**config.mk**
```make
export PLATFORM = sky130hd
export DESIGN_NAME = eim_da_ctrl
export DESIGN_NICKNAME = d
export VERILOG_FILES = /design/src/rtl/eim_pkg.sv /design/src/rtl/eim_da_ctrl.sv
export SDC_FILE = /design/constraint.sdc
export NUM_CORES = 1
export LEC_CHECK = 0
export CAP_MARGIN = 20
export CORE_ASPECT_RATIO = 0.7
export CORE_UTILIZATION = 46
export DETAILED_ROUTE_END_ITERATION = 8
export HOLD_SLACK_MARGIN = 0.05
export MAX_ROUTING_LAYER = met4
export PLACE_DENSITY = 0.85
export SYNTH_ARGS = -nofsm -noshare
export SYNTH_HDL_FRONTEND = slang
export SYNTH_SLANG_ARGS = --single-unit
```
**constraint.sdc**
```tcl
create_clock -name sys_clk -period 2.7 [get_ports sys_clk]
set_clock_uncertainty 0.05 [all_clocks]
set_input_delay 0.405 -clock sys_clk [delete_from_list [all_inputs] [get_ports sys_clk]]
set_output_delay 0.405 -clock sys_clk [all_outputs]
set_load 0.1 [all_outputs]
```
**src/rtl/eim_pkg.sv**
```systemverilog
// -----------------------------------------------------------------------------
// eim_pkg
// Shared definitions for the EIM multiplexed DA bus sequencer.
//   state_t        : sequencer state encoding (also exported as a debug output)
//   TIMEOUT_RDATA  : read data returned to the EIM master when the fabric times
//                    out. Wide enough for BUS_WIDTH up to 32; users slice the
//                    low 2*BUS_WIDTH bits.
// -----------------------------------------------------------------------------
package eim_pkg;

  typedef enum logic [2:0] {
    IDLE  = 3'd0,
    WR_LO = 3'd1,
    WR_HI = 3'd2,
    REQ   = 3'd3,
    RD_LO = 3'd4,
    RD_HI = 3'd5
  } state_t;

  localparam logic [63:0] TIMEOUT_RDATA = '1;

endpackage

```
**src/rtl/eim_da_ctrl.sv**
```systemverilog
// -----------------------------------------------------------------------------
// eim_da_ctrl
// Transaction sequencer for the multiplexed EIM DA pad buffer. Decodes i.MX EIM
// synchronous multiplexed cycles (address beat, then two data beats, low half
// first), turns them into one 32-bit request for the register fabric and
// stretches the EIM cycle with WAIT while the fabric is busy.
//
// Optional feature (macro EIM_DA_CTRL_TIMEOUT_EN): a REQ-state watchdog that
// abandons the fabric request after TIMEOUT_CYCLES, pulses err_timeout and
// returns all-ones read data. Without the macro REQ waits indefinitely.
//
// Ports
//   sys_clk, sys_rst          : clock, synchronous active-high reset
//   eim_bclk_rise             : one-cycle strobe per BCLK rising edge
//   eim_cs_n/lba_n/wr_n       : synchronized EIM controls
//   eim_wait_n                : 0 stalls the EIM master
//   phy_ro / phy_di / phy_t   : pad receiver, pad drive data, pad tristate
//   sys_addr/wr/rd/wdata      : fabric request (levels, held until sys_ack)
//   sys_rdata, sys_ack        : fabric completion
//   err_timeout               : one-cycle pulse on fabric timeout
//   state_dbg                 : current sequencer state
//
// Fabric handshake: sys_wr/sys_rd rise together with sys_addr/sys_wdata being
// stable and stay high until the first cycle sys_ack=1 is sampled; they drop on
// the following clock. sys_rdata is captured only on that ack cycle. sys_ack is
// ignored outside REQ.
// -----------------------------------------------------------------------------
module eim_da_ctrl
  import eim_pkg::*;
#(
  parameter int BUS_WIDTH      = 16,
  parameter int ADDR_WIDTH     = 16,
  parameter int TIMEOUT_CYCLES = 255
) (
  input  logic                   sys_clk,
  input  logic                   sys_rst,
  input  logic                   eim_bclk_rise,
  input  logic                   eim_cs_n,
  input  logic                   eim_lba_n,
  input  logic                   eim_wr_n,
  output logic                   eim_wait_n,
  input  logic [BUS_WIDTH-1:0]   phy_ro,
  output logic [BUS_WIDTH-1:0]   phy_di,
  output logic                   phy_t,
  output logic [ADDR_WIDTH-1:0]  sys_addr,
  output logic                   sys_wr,
  output logic                   sys_rd,
  output logic [2*BUS_WIDTH-1:0] sys_wdata,
  input  logic [2*BUS_WIDTH-1:0] sys_rdata,
  input  logic                   sys_ack,
  output logic                   err_timeout,
  output state_t                 state_dbg
);

  localparam int DW = 2 * BUS_WIDTH;

  state_t                state_q, state_d;
  logic                  dir_q, dir_d;      // 1 = write
  logic [DW-1:0]         rdata_q, rdata_d;
  logic [ADDR_WIDTH-1:0] addr_d;
  logic [DW-1:0]         wdata_d;
  logic                  err_d;
  logic                  req_d;
  logic                  timeout_hit;

`ifdef EIM_DA_CTRL_TIMEOUT_EN
  localparam int CNT_W = ($clog2(TIMEOUT_CYCLES + 1) > 8) ? $clog2(TIMEOUT_CYCLES + 1) : 8;
  logic [CNT_W-1:0] to_cnt_q;

  // Counts cycles already spent in REQ; zero on the first REQ cycle.
  always_ff @(posedge sys_clk) begin
    if (sys_rst || state_q != REQ) to_cnt_q <= '0;
    else                           to_cnt_q <= to_cnt_q + 1'b1;
  end

  assign timeout_hit = (state_q == REQ) && (to_cnt_q == CNT_W'(TIMEOUT_CYCLES - 1));
`else
  assign timeout_hit = 1'b0;
`endif

  always_comb begin
    state_d = state_q;
    dir_d   = dir_q;
    rdata_d = rdata_q;
    addr_d  = sys_addr;
    wdata_d = sys_wdata;
    err_d   = 1'b0;
    case (state_q)
      IDLE: if (eim_bclk_rise && !eim_cs_n && !eim_lba_n) begin
        addr_d  = phy_ro[ADDR_WIDTH-1:0];
        dir_d   = ~eim_wr_n;
        state_d = eim_wr_n ? REQ : WR_LO;
      end
      WR_LO: if (eim_bclk_rise) begin
        if (eim_cs_n) state_d = IDLE;
        else begin
          wdata_d[BUS_WIDTH-1:0] = phy_ro;
          state_d = WR_HI;
        end
      end
      WR_HI: if (eim_bclk_rise) begin
        if (eim_cs_n) state_d = IDLE;
        else begin
          wdata_d[DW-1:BUS_WIDTH] = phy_ro;
          state_d = REQ;
        end
      end
      REQ: begin
        // sys_ack takes priority over a coincident timeout.
        if (sys_ack) begin
          if (dir_q) state_d = IDLE;
          else begin
            rdata_d = sys_rdata;
            state_d = eim_cs_n ? IDLE : RD_LO;
          end
        end else if (timeout_hit) begin
          err_d = 1'b1;
          if (dir_q) state_d = IDLE;
          else begin
            rdata_d = TIMEOUT_RDATA[DW-1:0];
            state_d = eim_cs_n ? IDLE : RD_LO;
          end
        end
      end
      RD_LO: if (eim_bclk_rise) state_d = eim_cs_n ? IDLE : RD_HI;
      RD_HI: if (eim_bclk_rise) state_d = IDLE;
      default: state_d = IDLE;
    endcase
  end

  // Outputs are registered copies of values derived from the next state, so
  // they line up exactly with the state register.
  assign req_d = (state_d == REQ);

  always_ff @(posedge sys_clk) begin
    if (sys_rst) begin
      state_q     <= IDLE;
      dir_q       <= 1'b0;
      rdata_q     <= '0;
      sys_addr    <= '0;
      sys_wdata   <= '0;
      sys_wr      <= 1'b0;
      sys_rd      <= 1'b0;
      eim_wait_n  <= 1'b1;
      phy_t       <= 1'b1;
      phy_di      <= '0;
      err_timeout <= 1'b0;
    end else begin
      state_q     <= state_d;
      dir_q       <= dir_d;
      rdata_q     <= rdata_d;
      sys_addr    <= addr_d;
      sys_wdata   <= wdata_d;
      sys_wr      <= req_d && dir_d;
      sys_rd      <= req_d && !dir_d;
      eim_wait_n  <= !req_d;
      phy_t       <= !(state_d == RD_LO || state_d == RD_HI);
      phy_di      <= (state_d == RD_LO) ? rdata_d[BUS_WIDTH-1:0] :
                     (state_d == RD_HI) ? rdata_d[DW-1:BUS_WIDTH] : '0;
      err_timeout <= err_d;
    end
  end

  assign state_dbg = state_q;

endmodule

```
==> results.cfg, run 1 <==
[logic_synthesis]
syn_inst = 404
syn_avg_cell_area_um2 = 9.588
synth-edff-count = 0
seq_area_frac_synth_pct = 53.75
synth-async-reset-ratio_pct = 0
synth_ff_type = dfxtp_1
ys_types = 38
yosys_register_bits = 104
syn_area_mm2 = 0.003874
syn_nets = 459
yosysWarnings = 0

[clock_tree]
h-tree-depth = 3
clk_latency_ns = 0.33
holdBufCountCts = 0
clk_pin_slew_ns = 0.07
post_cts_resize_count = 0
clockBufferDepth = 2
clkSinkCount = 104
cts_inserted_buffers = 9
tritoncts = done
postCtsSetupRepairBufs = 0
clk_root_buffer_cell = clkbuf_16

[layout]
drive_gt1_share_pct = 22.80
mostFrequentLayoutCell = dfxtp_1
layout_common_cells = 104 x dfxtp_1, 100 x nand2_1, 79 x buf_4
fin_cells = 623
stdcell_area_mm2 = 0.005235
fin_util_pct = 65.39
antennaDiodeCount = 0
nets = 573
syn2layout_area_growth_pct = 35.14

[floorplanning]
die_w_um = 111.7
die-height_um = 78.78
rows = 27
io_pins = 127
core_area_mm2 = 0.008006
start_util_pct = 48.38
die_area_mm2 = 0.008798

[outcome]
outcome = complete, but fails checks
violations = DRC

[placed_design]
dp_hpwl_mm = 6.840
gp_congestion = 0.8317
placed_cells = 608
dpl-instance-area_mm2 = 0.004962
port_buffers = 125

[drt]
wl_met3_um = 459
antenna_left = 0
num_vias = 3234
routed_wl_mm = 9.509
first_pass_iters = 6
wl_met2_mm = 4.550
highest_layer = met4
viasPerCell = 5.191
avgRoutedWirePerCell_um = 15.26
drt-met1-wl_mm = 4.271
remaining_drc_errors = 6
drtIter0Drc = 218

[setup_path]
critical_path_depth = 6
slowest_delay_ns = 0.56
cp_cell_sequence = clkdlybuf4s50_1 > or4b_4 > o2bb2ai_4 > or3b_1 > buf_12 > o32ai_1
cp.required_ns = 2.88
r2r_slack_ns = 0.40
reg2regPathDepth = 5
path_delay_family = simple AND/OR/NAND/NOR gates
crit_type = input pin to flip-flop
cp.arrival_ns = 2.50
crit_buf_inv = 2
crit_slowest_cell = or4b_4
critPathLaunchType = input pin
critPathCaptureType = flip-flop
r2r-end = phy_di[15]
worst-path-max-fanout = 16
r2r-start = state_dbg[0]

[power]
ir_worst_vdd_v = 0.0003323
sw_frac_of_total_pct = 24.60
seq_power_share_pct = 51.1
leakage_nw = 1.925
pwr-share-comb_pct = 10.4
p_switching_mw = 0.7521
power.density_mw_per_mm2 = 583.9
p_clk_share_pct = 38.5
p_int_mw = 2.305

[worst_hold_path]
hold_path_end = sys_addr[4]
hp-start = sys_rst
hold_depth = 2
hold_path.class = input pin to flip-flop

[grt]
grt_pass1_vias = 2972
antenna_found_initial = 0
grt_pass1_wl_mm = 14.88
grt_usage_pct = 22.49
grt.overflow.total = 0
grt_max_degree = 49

[sta]
period_share_pct = 86.13
tns_ns = 0
hold_viol = 0
rsz0062_at_grt = false
slew_viol_final = 0
period_needed_ns = 2.325
max_freq_mhz = 430.0
tightest_slew_ns = 0.5988
setup_viol = 0
slew_headroom_pct = 60.08

[run]
maxCapViolCount = 0
==> power groups by stage <==
stage | clock network [mW] | logic [mW] | registers [mW]
after global placement | 0 | 0.312 | 1.60
after floorplan | 0 | 0.0840 | 1.70
after CTS | 1.21 | 0.316 | 1.56
after detailed placement | 0 | 0.316 | 1.60
final | 1.18 | 0.316 | 1.56
after global routing | 1.28 | 0.332 | 1.56
==> area by class of cell <==
class,instances,area (um^2)
repair buffers,134,1164
flip-flops and latches,104,2082
well taps,101,126.4
clock buffers,10,239.0
inverters,4,15.01
clock inverters,5,33.78
multi-input cells,265,1575
fillers,635,2771
==> routing by layer <==
layer	vias to the layer above	global-route usage [%]
li1	1585	-
met1	1535	28.38
met2	94	34.84
met3	20	5.573
met4	0	9.189
met5	-	-
==> worst register-to-register path: cells and delay by family (launching register included) <==
| family | cells | cell delay, ns |
|---|---|---|
| flip-flops | 1 | 0.57 |
| AO/OA/AOI/OAI | 2 | 0.45 |
| AND/OR/NAND/NOR | 2 | 0.94 |
| buffers and inverters | 1 | 0.18 |
==> flip-flops by register name, indices dropped and copies added (netlist names) <==
| signal | flops |
|---|---|
| dir_q | 1 |
| phy_t | 1 |
| state_dbg | 3 |
| sys_wr | 1 |
| sys_wdata | 32 |
| sys_rd | 1 |
| sys_addr | 16 |
| phy_di | 16 |
| eim_wait_n | 1 |
| rdata_q | 32 |
==> cell usage after synthesis, types with 2 or more instances <==
cell type	number	area [um^2]
dfxtp_1	104	2082
nand2_1	100	375.4
a21oi_1	52	260.3
nor2_1	36	135.1
mux2i_1	32	320.3
clkbuf_1	17	63.81
o32ai_2	10	162.7
buf_6	8	90.09
o32ai_1	6	52.55
inv_1	4	15.01
nor4_1	3	18.77
buf_4	2	15.01
clkbuf_8	2	27.53
nor3_2	2	20.02
o21ai_0	2	10.01
or3_1	2	12.51
==> logic make-up after synthesis <==
| family | after synthesis | share of synthesized area (%) |
|---|---|---|
| AOI/OAI and AO/OA | 75 | 14.15 |
| and+or+nand+nor | 157 | 17.64 |
| buffers and inverters | 35 | 6.104 |
| other | 1 | 0.09681 |
| muxes | 32 | 8.269 |
| DFF | 104 | 53.75 |
==> worst max-delay path by stage <==
stage                       startpoint         end  slack (ns)
after floorplan           state_dbg[0]  phy_di[10]        0.06
after global placement        eim_cs_n   phy_di[0]        0.16
after detailed placement      eim_cs_n  phy_di[15]        0.06
after CTS                     eim_cs_n  phy_di[15]        0.41
after global routing      state_dbg[0]  phy_di[15]        0.31
final                         eim_cs_n  phy_di[15]        0.37
==> stage by stage <==
stage / setup WS (ns) / hold WS (ns) / power, mW
6_report: 0.3746 / 0.3018 / 3.057
5_1_grt: 0.3089 / 0.2871 / 3.173
4_1_cts: 0.4058 / 0.2833 / 3.084
3_5_place_dp: 0.06376 / 0.3994 / 1.913
3_3_place_gp: 0.1633 / 0.3930 / 1.908
2_1_floorplan: 0.05524 / 0.4049 / 1.786
(Power assumes the default switching activity.)
==> run 2: changes to the inputs <==
--- a/config.mk
+++ b/config.mk
@@ -7,6 +7,7 @@
 export LEC_CHECK = 0
 export CAP_MARGIN = 20
 export CORE_ASPECT_RATIO = 0.7
+export CORE_MARGIN = 2
 export CORE_UTILIZATION = 46
 export DETAILED_ROUTE_END_ITERATION = 8
 export HOLD_SLACK_MARGIN = 0.05
==> run 2 against run 1 <==
Against the previous run:
- the run now ends clean
- maximum frequency is 2.0% higher
- design area rose by 0.12%
- utilization up 0.078 points
- total power rose by 1.0%
- hold slack improved by 0.096 ns
- worst setup slack better by 0.045 ns
- sequential power barely moved
- first-iteration DRC count is 0.92% higher
==> results.cfg, run 2 (same netlist as run 1, synthesis figures left out) <==
[grt]
antenna_found_initial = 0
grt_pass1_wl_mm = 15.24
grt_pass1_vias = 3019
grt_max_degree = 49
grt.overflow.total = 0
grt_usage_pct = 21.99

[clock_tree]
clk_latency_ns = 0.34
postCtsSetupRepairBufs = 0
clk_pin_slew_ns = 0.07
cts_inserted_buffers = 9
clkSinkCount = 104
holdBufCountCts = 0
tritoncts = done
h-tree-depth = 3
post_cts_resize_count = 0
clockBufferDepth = 2
clk_root_buffer_cell = clkbuf_16

[setup_path]
crit_slowest_cell = or4b_4
critical_path_depth = 6
r2r_slack_ns = 0.43
crit_type = input pin to flip-flop
cp_cell_sequence = clkdlybuf4s50_1 > or4b_4 > o2bb2ai_4 > or3b_1 > buf_12 > o32ai_1
crit_buf_inv = 2
path_delay_family = simple AND/OR/NAND/NOR gates
critPathCaptureType = flip-flop
reg2regPathDepth = 5
cp.required_ns = 2.89
cp.arrival_ns = 2.47
worst-path-max-fanout = 16
r2r-start = state_dbg[0]
slowest_delay_ns = 0.56
r2r-end = phy_di[3]
critPathLaunchType = input pin

[floorplanning]
io_pins = 127
core_area_mm2 = 0.008006
die_w_um = 113.7
rows = 27
die-height_um = 80.78
start_util_pct = 48.38
die_area_mm2 = 0.009183

[placed_design]
port_buffers = 125
gp_congestion = 0.8361
dp_hpwl_mm = 7.034

[outcome]
outcome = finished clean

[layout]
layout_common_cells = 104 x dfxtp_1, 100 x nand2_1, 78 x buf_4
drive_gt1_share_pct = 22.94
top_regs = rdata_q x32, sys_wdata x32
antennaDiodeCount = 0
mostFrequentLayoutCell = dfxtp_1
nets = 573
fin_util_pct = 65.46
fillers = 645
syn2layout_area_growth_pct = 35.30

[sta]
slew_headroom_pct = 59.25
max_freq_mhz = 438.5
tns_ns = 0
period_needed_ns = 2.280
slew_viol_final = 0
rsz0062_at_grt = false
hold_viol = 0
setup_viol = 0
period_share_pct = 84.46
tightest_slew_ns = 0.6112

[drt]
drtIter0Drc = 220
avgRoutedWirePerCell_um = 15.74
viasPerCell = 5.163
first_pass_iters = 5
antenna_left = 0
num_vias = 3222
remaining_drc_errors = 0
routed_wl_mm = 9.824

[worst_hold_path]
hp-start = sys_rst
hold_path_end = sys_wdata[5]
hold_depth = 2
hold_path.class = input pin to flip-flop

[run]
maxCapViolCount = 0

[power]
leakage_nw = 1.929
power.density_mw_per_mm2 = 589.2
ir_worst_vdd_v = 0.0003853
[run 2: worst max-delay path by stage]
stage | endpoint | from
2_1_floorplan | phy_di[10] | state_dbg[0]
3_3_place_gp | phy_di[2] | eim_cs_n
3_5_place_dp | phy_di[3] | eim_cs_n
4_1_cts | phy_di[3] | eim_cs_n
5_1_grt | phy_di[3] | state_dbg[0]
6_report | phy_di[3] | eim_cs_n
[run 2: per-layer routing]
| layer | vias up | part of all wire, % | GRT usage [%] |
|---|---|---|---|
| li1 | 1588 | - | - |
| met1 | 1509 | 45 | 27.89 |
| met2 | 107 | 48 | 35.03 |
| met3 | 18 | 5.0 | 4.403 |
| met4 | 0 | 2.0 | 8.780 |
| met5 | - | 0 | - |
[run 2: per-stage QoR]
stage          std cells  area (um^2)  setup WS [ns]  total power, mW  hold WS (ns)
2_1_floorplan        404         3874        0.05524            1.786        0.4049
3_3_place_gp         608         4960         0.1599            1.908        0.3931
3_5_place_dp         608         4960        0.06664            1.913        0.3974
4_1_cts              624         5241         0.4222            3.121        0.3706
5_1_grt              624         5241         0.3516            3.201        0.3918
6_report             624         5241         0.4197            3.088        0.3976
[run 2: final cells by class]
type,instances,area (um^2),share of cell area [%]
clock buffer,10,239.0,4.560
sequential,104,2082,39.72
clock inverter,6,42.54,0.8116
inverter,4,15.01,0.2865
tap,101,126.4,2.411
timing repair buffer,134,1161,22.15
multi-input combinational,265,1575,30.05
[run 2: power by group]
part / leakage (nW) / switching (mW) / internal [mW] / total, mW
Clock: 0.135 / 0.558 / 0.652 / 1.21
Combinational: 0.955 / 0.205 / 0.111 / 0.316
Sequential: 0.839 / 0.0128 / 1.55 / 1.56
==> run 3: changes to the inputs <==
==> constraint.sdc (replaced) <==
create_clock -name sys_clk -period 2.1 [get_ports sys_clk]
set_clock_uncertainty 0.05 [all_clocks]
set_input_delay 0.315 -clock sys_clk [delete_from_list [all_inputs] [get_ports sys_clk]]
set_output_delay 0.315 -clock sys_clk [all_outputs]
set_load 0.1 [all_outputs]
==> run 3 against run 2 <==
Against the previous run:
- register-to-register slack got worse by 0.35 ns
- hold slack got worse by 0.11 ns
- cell count rose by 2.1%
- critical path depth did not move
- global-route usage rose by 0.47 points
- clock power rose by 28%
- non-clock buffer count rose by 13
- utilization rose by 2.3 points
- routed wire length rose by 1.0%
- via count rose by 1.6%
==> results.cfg, run 3 (same netlist as run 1, synthesis figures left out) <==
[layout]
nets = 586
mostFrequentLayoutCell = dfxtp_1
layout_common_cells = 101 x dfxtp_1, 100 x nand2_1, 88 x buf_4
fin_cells = 637
fillers = 640
fin_util_pct = 67.78
top_regs = rdata_q x32, sys_wdata x32
syn2layout_area_growth_pct = 40.08
drive_gt1_share_pct = 26.31
antennaDiodeCount = 0

[placed_design]
dp_hpwl_mm = 7.141
port_buffers = 125
gp_congestion = 0.8508
placed_cells = 620
post-place-ws_ns = -0.3751

[grt]
grt.met1_usage_pct = 28.92
grt_pass1_vias = 3094
use_met3_pct = 4.627
grt_usage_pct = 22.46
grt_pass1_wl_mm = 15.52
grt.overflow.total = 0
gr-max-usage-layer = met2
grt_use_met2_pct = 36.65
antenna_found_initial = 0
grt_max_degree = 81

[drt]
remaining_drc_errors = 0
routed_wl_mm = 9.922
avgRoutedWirePerCell_um = 15.58
num_vias = 3274
antenna_left = 0
viasPerCell = 5.140
drtIter0Drc = 221
first_pass_iters = 4

[sta]
hold_viol = 0
max_freq_mhz = 478.6
setup_viol = 0
period_needed_ns = 2.089
setup_slack_ns = 0.01075
slew_viol_final = 0
rsz0062_at_grt = true
period_share_pct = 99.49

[clock_tree]
clk_root_buffer_cell = clkbuf_16
holdBufCountCts = 0
cts_inserted_buffers = 9
tritoncts = done
clk_latency_ns = 0.34
clkSinkCount = 104
clockBufferDepth = 2
clk_pin_slew_ns = 0.07
h-tree-depth = 3

[worst_hold_path]
hold_depth = 2
hp-start = sys_rst
hold_path_end = rdata_q[8]
hold_path.class = input pin to flip-flop

[power]
ir_worst_vdd_v = 0.0004442
leakage_nw = 2.014
power.density_mw_per_mm2 = 733.7

[setup_path]
cp.arrival_ns = 2.29
critPathLaunchType = input pin
cp.required_ns = 2.30
reg2regPathDepth = 5
r2r_slack_ns = 0.08
crit_type = input pin to flip-flop
worst-path-max-fanout = 16
r2r-start = state_dbg[2]
r2r-end = phy_di[4]
critPathCaptureType = flip-flop

[floorplanning]
rows = 27
core_area_mm2 = 0.008006
start_util_pct = 48.38
die_area_mm2 = 0.009183
io_pins = 127
die_w_um = 113.7
die-height_um = 80.78

[run]
maxCapViolCount = 0

[outcome]
outcome = finished clean
==> run 3: cell types whose count changed in the layout (fill, tap and decap cells not counted), sizes merged <==
cell | before | now
buf | 81 | 94
clkbuf | 10 | 9
clkinv | 3 | 2
clkinvlp | 2 | 3
inv | 5 | 6
==> run 3: repair_timing <==
item	in CTS	in global routing
pin swaps	0	1
buffers inserted	0	1
gates resized for setup	2	2
endpoints found under the setup margin	16	5
==> run 3: how the worst max path moves through the flow <==
| stage | slack [ns] | end | startpoint | cells after the start |
|---|---|---|---|---|
| 3_3_place_gp | -0.29 | phy_di[3] | eim_cs_n | 6 |
| 4_1_cts | 0.003 | phy_di[15] | eim_cs_n | 6 |
| 2_1_floorplan | -0.15 | phy_di[10] | state_dbg[2] | 7 |
| 6_report | 0.01 | phy_di[4] | eim_cs_n | 6 |
| 3_5_place_dp | -0.38 | phy_di[0] | eim_cs_n | 7 |
| 5_1_grt | -0.02 | phy_di[2] | eim_cs_n | 6 |
==> run 3: report_power, final <==
part / internal (mW) / leakage (nW) / total [mW] / switching, mW
clock: 0.811 / 0.128 / 1.55 / 0.735
combinational: 0.159 / 1.04 / 0.430 / 0.271
sequential: 1.99 / 0.841 / 2.00 / 0.0150
==> run 3: routing by layer <==
layer  vias up  share of wire [%]
li1       1615                  -
met1      1584                 45
met2        69                 50
met3         6                4.3
met4         0               0.85
met5         -                  0
==> run 3: final cells by class <==
cell class / instances / area (um^2) / area share, %
clock buffer: 9 / 225.2 / 4.150
clock inverter: 7 / 53.80 / 0.9915
inverter: 4 / 15.01 / 0.2767
multi-input combinational: 265 / 1602 / 29.51
sequential: 104 / 2093 / 38.58
tap: 101 / 126.4 / 2.329
timing repair buffer: 147 / 1311 / 24.16
==> run 3: worst max-delay path, cell delays in order <==
cell and delay, ns:
clkdlybuf4s50_1 0.44, or4b_4 0.54, o2bb2ai_4 0.16, or3b_4 0.40
buf_12 0.17, o32ai_1 0.25
==> run 3: stage by stage <==
step                      power, mW   TNS, ns  hold slack, ns  cell area (um^2)
after floorplan               2.294    -1.633          0.4009              3886
after global placement        2.471    -5.869          0.3938              5119
after detailed placement      2.478    -7.602          0.3994              5119
after CTS                     4.011         0          0.2734              5404
after global routing          4.129  -0.06072          0.2792              5426
final                         3.981         0          0.2878              5426
